`src/rtl/qtpa_pkg.sv`:
```
// qtpa_pkg: shared opcode, instruction-format and decode-bundle types for the
// scalar decode stage. Field widths below are the build-wide layout; the stage
// parameters default to them and are checked against them at elaboration.
//
// Instruction layouts (opcode always in [31:26], fields packed below it):
//   SI : op | rd | rs1 | imm[IMM_W-1:0]
//   SR : op | rd | rs1 | rs2 | reserved
//   C  : op | reserved | rs1 | imm[IMM_W-1:0]
package qtpa_pkg;

   localparam int QTPA_DATA_W     = 32;
   localparam int QTPA_INSTR_W    = 32;
   localparam int QTPA_REG_ADDR_W = 4;
   localparam int QTPA_IMM_W      = 18;
   localparam int QTPA_OP_W       = 6;
   localparam int QTPA_SR_PAD_W   = 32 - QTPA_OP_W - 3*QTPA_REG_ADDR_W;

   // Opcode space. Register-ALU ops sit 0x10 above their immediate twins.
   // Encoding 0 is NOP so a cleared bundle reads as a harmless control op.
   typedef enum logic [QTPA_OP_W-1:0] {
      NOP       = 6'h00,
      ADD_IMM   = 6'h01,
      SUB_IMM   = 6'h02,
      SHL_IMM   = 6'h03,
      SHR_IMM   = 6'h04,
      CMP_IMM   = 6'h05,
      MOV_IMM   = 6'h06,
      LCSET_IMM = 6'h07,
      ADD_REG   = 6'h11,
      SUB_REG   = 6'h12,
      SHL_REG   = 6'h13,
      SHR_REG   = 6'h14,
      CMP_REG   = 6'h15,
      MOV_REG   = 6'h16,
      LCSET_REG = 6'h17,
      BRANCH    = 6'h20,
      LOOP      = 6'h21,
      HALT      = 6'h22,
      YIELD     = 6'h23
   } op_t;

   typedef enum logic [1:0] {
      CLS_IMM,
      CLS_REG,
      CLS_CTRL,
      CLS_ILL
   } op_class_t;

   typedef struct packed {
      logic [QTPA_OP_W-1:0]       op;
      logic [QTPA_REG_ADDR_W-1:0] rd;
      logic [QTPA_REG_ADDR_W-1:0] rs1;
      logic [QTPA_IMM_W-1:0]      imm;
   } si_fmt_t;

   typedef struct packed {
      logic [QTPA_OP_W-1:0]       op;
      logic [QTPA_REG_ADDR_W-1:0] rd;
      logic [QTPA_REG_ADDR_W-1:0] rs1;
      logic [QTPA_REG_ADDR_W-1:0] rs2;
      logic [QTPA_SR_PAD_W-1:0]   rsvd;
   } sr_fmt_t;

   typedef struct packed {
      logic [QTPA_OP_W-1:0]       op;
      logic [QTPA_REG_ADDR_W-1:0] rsvd;
      logic [QTPA_REG_ADDR_W-1:0] rs1;
      logic [QTPA_IMM_W-1:0]      imm;
   } c_fmt_t;

   // Bundle presented to the issue point.
   typedef struct packed {
      op_t                        op;
      logic [QTPA_REG_ADDR_W-1:0] rs1;
      logic [QTPA_REG_ADDR_W-1:0] rs2;
      logic [QTPA_REG_ADDR_W-1:0] rd;
      logic                       we;
      logic [QTPA_DATA_W-1:0]     imm;
      logic                       use_imm;
      logic                       illegal;
   } decoded_t;

   function automatic op_class_t op_class(input logic [QTPA_OP_W-1:0] opc);
      case (opc)
         ADD_IMM, SUB_IMM, SHL_IMM, SHR_IMM, CMP_IMM, MOV_IMM, LCSET_IMM:
            return CLS_IMM;
         ADD_REG, SUB_REG, SHL_REG, SHR_REG, CMP_REG, MOV_REG, LCSET_REG:
            return CLS_REG;
         BRANCH, LOOP, HALT, YIELD, NOP:
            return CLS_CTRL;
         default:
            return CLS_ILL;
      endcase
   endfunction

   // ALU ops write rd except compares and loop-count sets.
   function automatic logic op_writes(input logic [QTPA_OP_W-1:0] opc);
      return !(opc == CMP_IMM || opc == LCSET_IMM ||
               opc == CMP_REG || opc == LCSET_REG);
   endfunction

   function automatic logic [QTPA_DATA_W-1:0] sign_extend(input logic [QTPA_IMM_W-1:0] v);
      return QTPA_DATA_W'($signed(v));
   endfunction

endpackage

```
`src/rtl/scalar_decode_comb.sv`:
```
// scalar_decode_comb: purely combinational instruction -> decoded_t decoder.
// Unused fields of each class are driven to zero; an unrecognised opcode
// yields an all-zero bundle with only the illegal flag set.
module scalar_decode_comb
   import qtpa_pkg::*;
#(
   parameter int INSTR_WIDTH = QTPA_INSTR_W
) (
   input  logic [INSTR_WIDTH-1:0] instr,
   output decoded_t               dec
);

   si_fmt_t              si;
   sr_fmt_t              sr;
   c_fmt_t               cf;
   logic [QTPA_OP_W-1:0] opc;

   // All formats live in the low 32 bits; wider words carry sideband above.
   assign si  = si_fmt_t'(instr[31:0]);
   assign sr  = sr_fmt_t'(instr[31:0]);
   assign cf  = c_fmt_t'(instr[31:0]);
   assign opc = si.op;

   // Class-directed field extraction with zero defaults
   always_comb begin
      dec = '0;
      case (op_class(opc))
         CLS_IMM: begin
            dec.op      = op_t'(opc);
            dec.rd      = si.rd;
            dec.rs1     = si.rs1;
            dec.imm     = sign_extend(si.imm);
            dec.use_imm = 1'b1;
            dec.we      = op_writes(opc);
         end
         CLS_REG: begin
            dec.op      = op_t'(opc);
            dec.rd      = sr.rd;
            dec.rs1     = sr.rs1;
            dec.rs2     = sr.rs2;
            dec.we      = op_writes(opc);
         end
         CLS_CTRL: begin
            dec.op      = op_t'(opc);
            dec.rs1     = cf.rs1;
            dec.imm     = sign_extend(cf.imm);
            dec.use_imm = 1'b1;
         end
         default: begin
            dec.illegal = 1'b1;
         end
      endcase
   end

   // Format views overlap; the duplicated opcode copies and reserved bits
   // are deliberately ignored.
   logic unused_fields;
   assign unused_fields = ^{sr.op, sr.rsvd, cf.op, cf.rsvd};

   if (INSTR_WIDTH > 32) begin : g_hi_bits
      logic unused_hi;
      assign unused_hi = ^instr[INSTR_WIDTH-1:32];
   end

endmodule

```
`src/rtl/scalar_decode_stage.sv`:
```
// scalar_decode_stage: registered, back-pressured decode stage between
// instruction queue 0 and the scalar issue point. One-entry output register
// with valid/ready on both sides, flush, sticky illegal flag.
// Optional read/write hazard scoreboard: define QTPA_DECODE_SCOREBOARD_EN.
module scalar_decode_stage
   import qtpa_pkg::*;
#(
   parameter int DATA_WIDTH  = QTPA_DATA_W,
   parameter int INSTR_WIDTH = QTPA_INSTR_W,
   parameter int REG_ADDR_W  = QTPA_REG_ADDR_W,
   parameter int IMM_WIDTH   = QTPA_IMM_W
) (
   input  logic                   clk,
   input  logic                   rst,
   input  logic                   in_valid,
   output logic                   in_ready,
   input  logic [INSTR_WIDTH-1:0] in_instr,
   input  logic                   flush,
   output logic                   out_valid,
   input  logic                   out_ready,
   output op_t                    out_op,
   output logic [REG_ADDR_W-1:0]  out_rs1,
   output logic [REG_ADDR_W-1:0]  out_rs2,
   output logic [REG_ADDR_W-1:0]  out_rd,
   output logic                   out_we,
   output logic [DATA_WIDTH-1:0]  out_imm,
   output logic                   out_use_imm,
   output logic                   out_illegal,
   output logic                   illegal_seen,
   input  logic                   wb_valid,
   input  logic [REG_ADDR_W-1:0]  wb_rd
);

   // The decoded_t layout is fixed by the package; reject a mismatched build.
   if (DATA_WIDTH != QTPA_DATA_W || REG_ADDR_W != QTPA_REG_ADDR_W ||
       IMM_WIDTH != QTPA_IMM_W || INSTR_WIDTH < 32 || IMM_WIDTH > DATA_WIDTH) begin : g_cfg_bad
      $error("scalar_decode_stage: parameters do not match qtpa_pkg field layout");
   end

   localparam int NUM_REGS = 1 << REG_ADDR_W;

   decoded_t dec;
   decoded_t held;
   logic     hazard;
   logic     accept;
   logic     issue;

   scalar_decode_comb #(
      .INSTR_WIDTH (INSTR_WIDTH)
   ) u_decode (
      .instr (in_instr),
      .dec   (dec)
   );

   // hazard is evaluated without in_valid so in_ready never depends on it;
   // accept still requires in_valid, which gives the same handshake.
   assign in_ready = (!out_valid || out_ready) && !flush && !hazard;
   assign accept   = in_valid && in_ready;
   // A flushed bundle is never issued, even if out_ready is high.
   assign issue    = out_valid && out_ready && !flush;

   // Output register: load on accept, drop on issue or flush, hold otherwise
   always_ff @(posedge clk or posedge rst) begin
      if (rst) begin
         out_valid <= 1'b0;
         held      <= '0;
      end else if (accept) begin
         out_valid <= 1'b1;
         held      <= dec;
      end else if (issue || flush) begin
         out_valid <= 1'b0;
      end
   end

   // Sticky record of any accepted illegal instruction
   always_ff @(posedge clk or posedge rst) begin
      if (rst)
         illegal_seen <= 1'b0;
      else if (accept && dec.illegal)
         illegal_seen <= 1'b1;
   end

   assign out_op      = held.op;
   assign out_rs1     = held.rs1;
   assign out_rs2     = held.rs2;
   assign out_rd      = held.rd;
   assign out_we      = held.we;
   assign out_imm     = held.imm;
   assign out_use_imm = held.use_imm;
   assign out_illegal = held.illegal;

`ifdef QTPA_DECODE_SCOREBOARD_EN
   logic [NUM_REGS-1:0] busy;
   logic [NUM_REGS-1:0] busy_nxt;
   logic [NUM_REGS-1:0] pending;
   logic                chk_rs1;
   logic                chk_rs2;

   // Outstanding writes: retired-pending scoreboard plus the held bundle
   always_comb begin
      pending = busy;
      if (out_valid && held.we)
         pending[held.rd] = 1'b1;
   end

   // Only fields the incoming class really uses take part in the check.
   assign chk_rs1 = !dec.illegal;
   assign chk_rs2 = (op_class(dec.op) == CLS_REG);

   assign hazard = (chk_rs1 && pending[dec.rs1]) ||
                   (chk_rs2 && pending[dec.rs2]) ||
                   (dec.we  && pending[dec.rd]);

   // Writeback clears first, issue sets after, so a same-register collision
   // leaves the bit set; writeback is seen by the hazard check one cycle later.
   always_comb begin
      busy_nxt = busy;
      if (wb_valid)
         busy_nxt[wb_rd] = 1'b0;
      if (issue && held.we)
         busy_nxt[held.rd] = 1'b1;
   end

   // Scoreboard state; unaffected by flush
   always_ff @(posedge clk or posedge rst) begin
      if (rst)
         busy <= '0;
      else
         busy <= busy_nxt;
   end
`else
   assign hazard = 1'b0;

   logic unused_wb;
   assign unused_wb = ^{wb_valid, wb_rd, NUM_REGS[0]};
`endif

endmodule

```
`config.mk`:
```
export PLATFORM = sky130hd
export DESIGN_NAME = scalar_decode_stage
export DESIGN_NICKNAME = d
export VERILOG_FILES = /design/src/rtl/qtpa_pkg.sv /design/src/rtl/scalar_decode_comb.sv /design/src/rtl/scalar_decode_stage.sv
export SDC_FILE = /design/constraint.sdc
export NUM_CORES = 1
export LEC_CHECK = 0
export CORE_ASPECT_RATIO = 0.8
export CORE_MARGIN = 2
export CORE_UTILIZATION = 55
export DETAILED_ROUTE_END_ITERATION = 10
export DONT_BUFFER_PORTS = 1
export HOLD_SLACK_MARGIN = 0.06
export PLACE_DENSITY = 0.68
export RECOVER_POWER = 25
export SETUP_SLACK_MARGIN = 0.15
export SLEW_MARGIN = 20
export SYNTH_ARGS = -nofsm -noshare
export SYNTH_HDL_FRONTEND = slang
export SYNTH_SLANG_ARGS = --single-unit
```
`constraint.sdc`:
```
create_clock -name clk -period 1.6 [get_ports clk]
set_input_delay 0.16 -clock clk [delete_from_list [all_inputs] [get_ports clk]]
set_output_delay 0.16 -clock clk [all_outputs]
set_load 0.01 [all_outputs]
```
==> results of run 1 <==
==> where the power goes <==
part           internal (mW)  switching (mW)
sequential              1.11          0.0957
clock                  0.302           0.351
combinational          0.146           0.145
==> worst max-delay path by stage <==
stage                         start           end  cells past startpoint
after floorplan           out_valid   out_imm[30]                      5
after global placement    out_valid   out_imm[13]                      4
after detailed placement  out_valid  illegal_seen                      4
after CTS                 out_valid      in_ready                      4
after global routing      out_valid      in_ready                      4
final                     out_valid      in_ready                      4
==> flip-flops by register name, summed over array words and instances (netlist names) <==
name and count:
out_we 1, illegal_seen 1, out_valid 1, out_rs1 4, out_rs2 4, out_rd 4
out_imm 18, out_illegal 1, out_use_imm 1, out_op 6
==> metrics by stage <==
stage,setup slack [ns],util (%),hold WS [ns],cells
5_1_grt,0.173,70.8,0.120,215
6_report,0.225,70.8,0.112,215
3_3_place_gp,0.358,56.7,0.116,173
3_5_place_dp,0.311,56.7,0.123,173
2_1_floorplan,0.375,-,0.226,146
4_1_cts,0.155,70.4,0.101,214
==> area by class of cell <==
cell class	count	area, µm²	area share [%]
inverters	5	18.8	0.859
multi-input cells	77	581	26.6
clock inverters	2	10.0	0.458
flip-flops and latches	41	1030	47.0
well taps	40	50.0	2.29
repair buffers	44	427	19.5
clock buffers	6	72.6	3.32
==> placed cells by master, fill, tap and decap left out, types with 2 or more instances in the layout <==
| master | n |
|---|---|
| nand2_1 | 4 |
| o2bb2ai_1 | 11 |
| a22o_1 | 18 |
| nand3_1 | 12 |
| o21ai_0 | 9 |
| dfrtp_1 | 41 |
| o31ai_1 | 4 |
| nand2b_1 | 3 |
| clkinv_2 | 2 |
| inv_1 | 5 |
| nor2_1 | 3 |
| dlygate4sd3_1 | 33 |
| buf_4 | 8 |
| clkbuf_8 | 5 |
==> routing by layer <==
metal,vias to the layer above,routed length [µm],GRT usage (%)
li1,572,-,-
met1,635,1750,29.3
met2,57,2260,42.0
met3,12,320,7.41
met4,0,69,10.5
met5,-,0,0
==> timing repair <==
action | CTS | global route
hold endpoints to repair | 78 | 0
setup buffers | 0 | 1
setup endpoints to repair | 1 | 1
gates resized for setup | 3 | 2
hold buffers | 33 | 0
==> cell families after synthesis <==
| kind of cell | after synthesis |
|---|---|
| buffers and inverters | 28 |
| and+or+nand+nor | 29 |
| muxes | 1 |
| DFF | 41 |
| AOI/OAI and AO/OA | 47 |
==> impl_metrics.yaml, run 1 <==
placed_design:
  port_buffers: 0
  place_area_um2: 1750
  gp_congestion: 0.754
  dp_hpwl_um: 2740
clock_tree:
  cts_tree: "done"
  clk_path_buf_depth: 2
  cts.sinks: 41
  cts_root_buf: "clkbuf_8"
  path_clk_slew_ns: 0.08
  htree_levels: 2
  cts_made_buffers: 5
  clk-insertion-delay-late_ns: 0.29
layout:
  synthToLayoutAreaGrowth_pct: 23.0
  design_area_um2: 2180
  drive_gt1_share_pct: 14.9
  final_nets: 216
  final.fill_count: 220
  antenna_cells: 0
grt:
  grt_usage_pct: 24.6
  antenna_found_initial: 0
  grt_overflow: 0
  grt_pass1_wl_um: 6350
  grt_start_max_net_pins: 27
  grt_pass1_vias: 1267
sta:
  rsz0062_at_grt: "false"
  finalSetupViolations: 0
  tightest_slew_ns: 0.531
  min_period_ns: 1.37
  fin_skew_ns: 0.00274
  slew_headroom_pct: 64.6
  fin_tns_setup_ns: 0
  hold_viol: 0
  fin_crit_sh_pct: 85.9
  fmax_ghz: 0.727
  drv_slew: 0
critical_path:
  path_buf_inv: 2
  rrSetupSlack_ns: 0.28
  crit_chain: "nor2b_4, buf_6, nor2_4, buf_4"
  end_kind: "output pin"
  worstSetupPathType: "reg -> out"
  worst_setup_path_start_kind: "register"
  crit_path_max_incr_delay_ns: 0.44
  r2r-end: "out_imm[7]"
  slowest_stage: "dfrtp_1"
  r2r_cells: 5
  r2r-start: "out_valid"
  required_ns: 1.44
  critical_path.max_fanout: 8
  critPathTopFamily: "flip-flops"
  arrival_ns: 1.21
pwr:
  p_leak_nw: 0.996
  p_per_area_nw_per_um2: 985
  total_power_mw: 2.15
  vdd_drop_max_mv: 0.723
synth:
  synth-main-ff-cell: "dfrtp_1"
  synth_top_area_share_pct: 57.8
  synth_cell_type_count: 26
  synthCells: 146
  yosys_warnings: 0
  synth_xor_area_share_pct: 0
  yosys.area.top_type: "dfrtp_1"
  synth-seq-cells: 41
  synth_top_family_by_area: "compound AO/OA/AOI/OAI gates"
  ys_top_cells_by_count: "dfrtp_1 (41), a22o_1 (18), buf_4 (16)"
  netlist_area_um2: 1780
  seq_area_frac_synth_pct: 57.8
  muxShareOfSynthArea_pct: 0.846
  syn_avg_cell_area_um2: 12.2
  synth_edf_count: 0
  synth.most_common_cell: "dfrtp_1"
  syn_nets: 188
  synth_compound_area_share_pct: 21.9
  synth_fa_ha_area_share_pct: 0
  synth_area_leaders: "dfrtp_1 (58%), a22o_1 (8.9%), buf_4 (6.8%), o2bb2ai_1 (5.4%), nand3_1 (3.4%)"
  async_flop_share_pct: 100
  yosys.area_share.simple_pct: 9.09
min_path:
  min_to: "illegal_seen"
  min_from: "flush"
  whs_path_depth: 2
  min_path_type: "in -> reg"
floorplanning:
  die_y_um: 54.8
  dieArea_um2: 3700
  initial_core_util_pct: 57.5
  die-width_um: 67.5
  core.rowCount: 18
  num_io_pins: 98
  core_area_um2: 3090
route:
  viasPerCell: 5.93
  drt_iter0_drc: 54
  drt_pass1_iterations: 7
  wl_per_cell_um: 20.5
  drc: 0
  vias: 1276
  wl_um: 4400
  antenna_left: 0
flow_run:
  cap_viol_max_count: 0
status:
  status: "completed"
Power figures use the tool's default switching activity.
==> run 2, diff against run 1 <==
--- a/config.mk
+++ b/config.mk
@@ -6,9 +6,10 @@
 export NUM_CORES = 1
 export LEC_CHECK = 0
-export CORE_ASPECT_RATIO = 0.8
+export CORE_ASPECT_RATIO = 1.5
 export CORE_MARGIN = 2
 export CORE_UTILIZATION = 55
 export DETAILED_ROUTE_END_ITERATION = 10
 export DONT_BUFFER_PORTS = 1
+export GPL_TIMING_DRIVEN = 0
 export HOLD_SLACK_MARGIN = 0.06
 export PLACE_DENSITY = 0.68
==> constraint.sdc (replaced) <==
create_clock -name clk -period 1.6 [get_ports clk]
set_input_delay 0 -clock clk [delete_from_list [all_inputs] [get_ports clk]]
set_output_delay 0 -clock clk [all_outputs]
set_load 0.01 [all_outputs]
==> impl_metrics.yaml, run 2 (same netlist as run 1, synthesis figures left out) <==
status:
  status: "completed"
floorplanning:
  num_io_pins: 98
  initial_core_util_pct: 56.8
  core.rowCount: 25
  die-width_um: 50.4
  core_area_um2: 3130
  dieArea_um2: 3710
  die_y_um: 73.6
sta:
  fin_skew_ns: 0.00821
  tightest_slew_ns: 0.635
  slew_headroom_pct: 57.6
  holdWs_ns: 0.0672
  rsz0062_at_grt: "true"
  fin_tns_setup_ns: 0
  hold_viol: 0
  drv_slew: 0
  min_period_ns: 1.36
  fmax_ghz: 0.737
  fin_crit_sh_pct: 84.8
  finalSetupViolations: 0
pwr:
  vdd_drop_max_mv: 0.724
  total_power_mw: 2.37
  p_per_area_nw_per_um2: 1020
  p_leak_nw: 1.08
clock_tree:
  cts_tree: "done"
  cts.sinks: 41
  path_clk_slew_ns: 0.08
  htree_levels: 2
  cts_made_buffers: 5
  clk_path_buf_depth: 2
  cts_root_buf: "clkbuf_8"
  clk-insertion-delay-late_ns: 0.28
  post_cts_buffers: 0
grt:
  grt_pass1_wl_um: 6930
  antenna_found_initial: 1
  grt_start_max_net_pins: 26
  grt_pass1_vias: 1436
  grt_usage_pct: 25.3
  grt_overflow: 0
placed_design:
  port_buffers: 0
  gp_congestion: 0.722
  dp_hpwl_um: 2890
layout:
  drive_gt1_share_pct: 19.3
  mostFrequentLayoutCell: "dfrtp_1"
  synthToLayoutAreaGrowth_pct: 30.7
  layout_common_cells: "dfrtp_1 (41), dlygate4sd3_1 (36), a22o_1 (18), buf_4 (16), nand3_1 (12)"
  final_nets: 233
  largest_reg_flops: 18
critical_path:
  arrival_ns: 1.58
  r2r-start: "out_valid"
  critical_path.max_fanout: 9
  required_ns: 1.82
  crit_path_start: "out_valid"
  end_kind: "register"
  worstSetupPathType: "reg -> reg"
  worst_setup_path_start_kind: "register"
route:
  drt_iter0_drc: 13
  viasPerCell: 5.89
  wl_per_cell_um: 18.9
  antenna_left: 0
  drt_pass1_iterations: 4
  wl_um: 4410
  drc: 0
  vias: 1373
min_path:
  min_path_type: "in -> reg"
  min_from: "out_ready"
flow_run:
  cap_viol_max_count: 0
## run 2: what timing repair did
| action | 4_1_cts | 5_1_grt |
|---|---|---|
| hold buffers | 37 | 0 |
| hold endpoints to repair | 79 | 0 |
| endpoints found under the setup margin | 0 | 7 |
| resized for setup | 0 | 1 |
## run 2: area by class of cell
cell class | count | area [µm²]
clock inverters | 1 | 30.0
flip-flops and latches | 41 | 1030
repair buffers | 38 | 370
well taps | 40 | 50.0
plain buffers | 23 | 165
diodes | 1 | 2.50
inverters | 5 | 18.8
multi-input cells | 77 | 572
fillers | 226 | 807
clock buffers | 7 | 86.3
## run 2: path summary, 6_finish.rpt
check,slack [ns],cells past startpoint,endpoint
max,0.24,5,out_imm[15]
min,0.07,3,out_rd[0]
max reg2reg,0.24,5,out_imm[15]
min reg2reg,0.56,1,out_op[3]
max in group asynchronous,0.35,3,out_imm[0]
min in group asynchronous,0.24,2,out_rs2[2]
## run 2: report_power, final
| group | switching, mW | internal [mW] | total, mW |
|---|---|---|---|
| registers | 0.0993 | 1.11 | 1.21 |
| logic | 0.146 | 0.170 | 0.316 |
| clock network | 0.334 | 0.509 | 0.842 |
| total | 0.579 | 1.79 | 2.37 |
## run 2: layer usage
metal | part of all wire [%] | global-route usage (%)
met4 | 1.8 | 10.2
met5 | 0 | 0
met2 | 53 | 43.0
met3 | 6.4 | 6.71
met1 | 38 | 30.4
## run 2: through the flow
step           area (µm²)  std cells  utilization, %  worst slack (ns)
6_report             2320        233            74.2             0.243
5_1_grt              2320        233            74.2            0.0982
4_1_cts              2340        232            74.8             0.195
3_5_place_dp         1850        187            59.2             0.246
3_3_place_gp         1830        186            58.4             0.296
2_1_floorplan        1780        146               -             0.375
## run 2: critical path, stage by stage, from the launching register on
cell     delay (ns)
dfrtp_1        0.43
nor2b_1        0.15
buf_2          0.17
nor3_4         0.19
buf_2          0.21
a22o_1         0.14
==> run 3, diff against run 2 <==
- clock period: 1.6 -> 1.3 ns (I/O delays scaled with it)
==> impl_metrics.yaml, run 3 (same netlist as run 1, synthesis figures left out) <==
route:
  wl_per_cell_um: 19.7
  antenna_left: 0
  wl_um: 4620
  drt_iter0_drc: 32
  vias: 1377
  drc: 0
  drt_pass1_iterations: 4
  viasPerCell: 5.86
clock_tree:
  clk_path_buf_depth: 2
  cts.sinks: 41
  clk-insertion-delay-late_ns: 0.29
  path_clk_slew_ns: 0.07
  cts_root_buf: "clkbuf_8"
  htree_levels: 2
  cts_made_buffers: 5
  cts_tree: "done"
layout:
  final_nets: 236
  final.fill_count: 185
  largest_reg_flops: 18
  synthToLayoutAreaGrowth_pct: 39.7
  stdcell_count: 235
  drive_gt1_share_pct: 29.7
  mostFrequentLayoutCell: "dfrtp_1"
  layout_common_cells: "dfrtp_1 (40), dlygate4sd3_1 (35), buf_4 (19), a22o_1 (18), nand3_1 (10)"
  antenna_cells: 0
  design_area_um2: 2480
  fin_util_pct: 79.3
sta:
  rsz0062_at_grt: "true"
  fin_crit_sh_pct: 96.9
  tightest_slew_ns: 0.501
  drv_slew: 0
  hold_viol: 0
  fmax_ghz: 0.794
  finalSetupViolations: 0
  fin_ws_ns: 0.0401
  min_period_ns: 1.26
  fin_skew_ns: 0.00824
  slew_headroom_pct: 66.6
pwr:
  p_int_mw: 2.01
  p_sw_share_pct: 26.9
  p_clk_share_pct: 28.5
  vdd_drop_max_mv: 1.06
  p_sw_uw: 738
  p_leak_nw: 1.12
  pwr-share-seq_pct: 54.7
  p_per_area_nw_per_um2: 1110
  pwr-share-comb_pct: 16.7
critical_path:
  rrSetupSlack_ns: 0.04
  worst_setup_path_start_kind: "register"
  slowest_stage: "dfrtp_1"
  path_buf_inv: 2
  r2r-end: "out_imm[16]"
  critical_path.max_fanout: 10
  crit_chain: "nor2b_4, buf_6, nor3_4, buf_6, a22o_1"
  end_kind: "register"
  r2r_cells: 5
  r2r-start: "out_valid"
  cp_common_cell: "buf_6"
  critPathTopFamily: "flip-flops"
  crit_path_max_incr_delay_ns: 0.43
  arrival_ns: 1.43
  required_ns: 1.47
  crit_path_start: "out_valid"
  worstSetupPathType: "reg -> reg"
floorplanning:
  core.rowCount: 25
  num_io_pins: 98
  core_area_um2: 3130
  initial_core_util_pct: 56.8
  die-width_um: 50.4
  die_y_um: 73.6
  dieArea_um2: 3710
status:
  status: "completed"
grt:
  grt_start_max_net_pins: 31
  grt_usage_pct: 25.1
  use_met3_pct: 6.91
  met1_usage_pct: 29.9
  grt_overflow: 0
  grt_pass1_wl_um: 6960
  grt_pass1_vias: 1451
  use_met2_pct: 44.4
  antenna_found_initial: 0
  grt_busiest_layer: "met2"
min_path:
  min_path_type: "in -> reg"
  min_from: "in_instr[30]"
  whs_path_depth: 3
  min_to: "out_rs1[2]"
placed_design:
  place_ws_ns: 0.0162
  placed_cells: 187
  port_buffers: 0
  place_area_um2: 1850
  dp_hpwl_um: 2740
  gp_congestion: 0.712
flow_run:
  cap_viol_max_count: 0
-- run 3: cell count changes in the layout (fill, tap and decap cells not counted), sizes merged --
cell | previous run | this run
dlygate4sd3 | 36 | 35
bufinv | 1 | 0
diode | 1 | 0
clkbuf | 10 | 11
buf | 22 | 26
-- run 3: worst max path at each step --
stage / end / slack, ns / depth (start not counted)
finish: out_imm[16] / 0.04 / 5
global route: out_imm[13] / -0.009 / 4
CTS: in_ready / 0.03 / 3
detailed placement: out_rs2[0] / 0.02 / 4
global placement: out_rs1[3] / 0.03 / 1
floorplan: out_imm[13] / 0.14 / 5
-- run 3: through the flow --
stage          hold slack, ns  setup TNS (ns)  power [mW]
6_report               0.0869               0        2.74
4_1_cts                0.0644               0        2.72
3_3_place_gp           0.0598               0        1.79
2_1_floorplan          0.0549               0        1.74
3_5_place_dp           -0.159               0        1.81
5_1_grt                0.0841         -0.0393        2.87
-- run 3: timing repair --
item	CTS	global route
cloned	0	1
endpoints found under the setup margin	52	41
buffers inserted	4	0
hold buffers	35	0
resized for setup	15	25
hold endpoints to repair	79	0
pin swaps	4	0
-- run 3: power groups by stage --
| stage | Clock, mW | Sequential [mW] | Combinational (mW) |
|---|---|---|---|
| floorplan | 0 | 1.49 | 0.246 |
| global placement | 0 | 1.51 | 0.278 |
| detailed placement | 0 | 1.52 | 0.297 |
| CTS | 0.811 | 1.50 | 0.414 |
| global route | 0.862 | 1.51 | 0.496 |
| finish | 0.783 | 1.50 | 0.459 |
-- run 3: routing by layer --
metal / up-vias / share of wire [%] / wire length (µm)
li1: 611 / - / -
met1: 698 / 37 / 1720
met2: 66 / 56 / 2600
met3: 2 / 6.3 / 292
met4: 0 / 0.26 / 12
met5: - / 0 / 0
-- run 3: worst min-delay path, stage by stage --
cell and delay (ns):
nor3_1 0.04, a21oi_4 0.20, o31ai_1 0.09
-- run 3: cell type report --
type / instances / area (µm²) / area share (%)
repair buffers: 41 / 405 / 16.3
inverters: 5 / 18.8 / 0.756
plain buffers: 23 / 203 / 8.17
clock buffers: 8 / 80.1 / 3.23
well taps: 40 / 50.0 / 2.02
multi-input cells: 77 / 697 / 28.1
flip-flops and latches: 41 / 1030 / 41.4
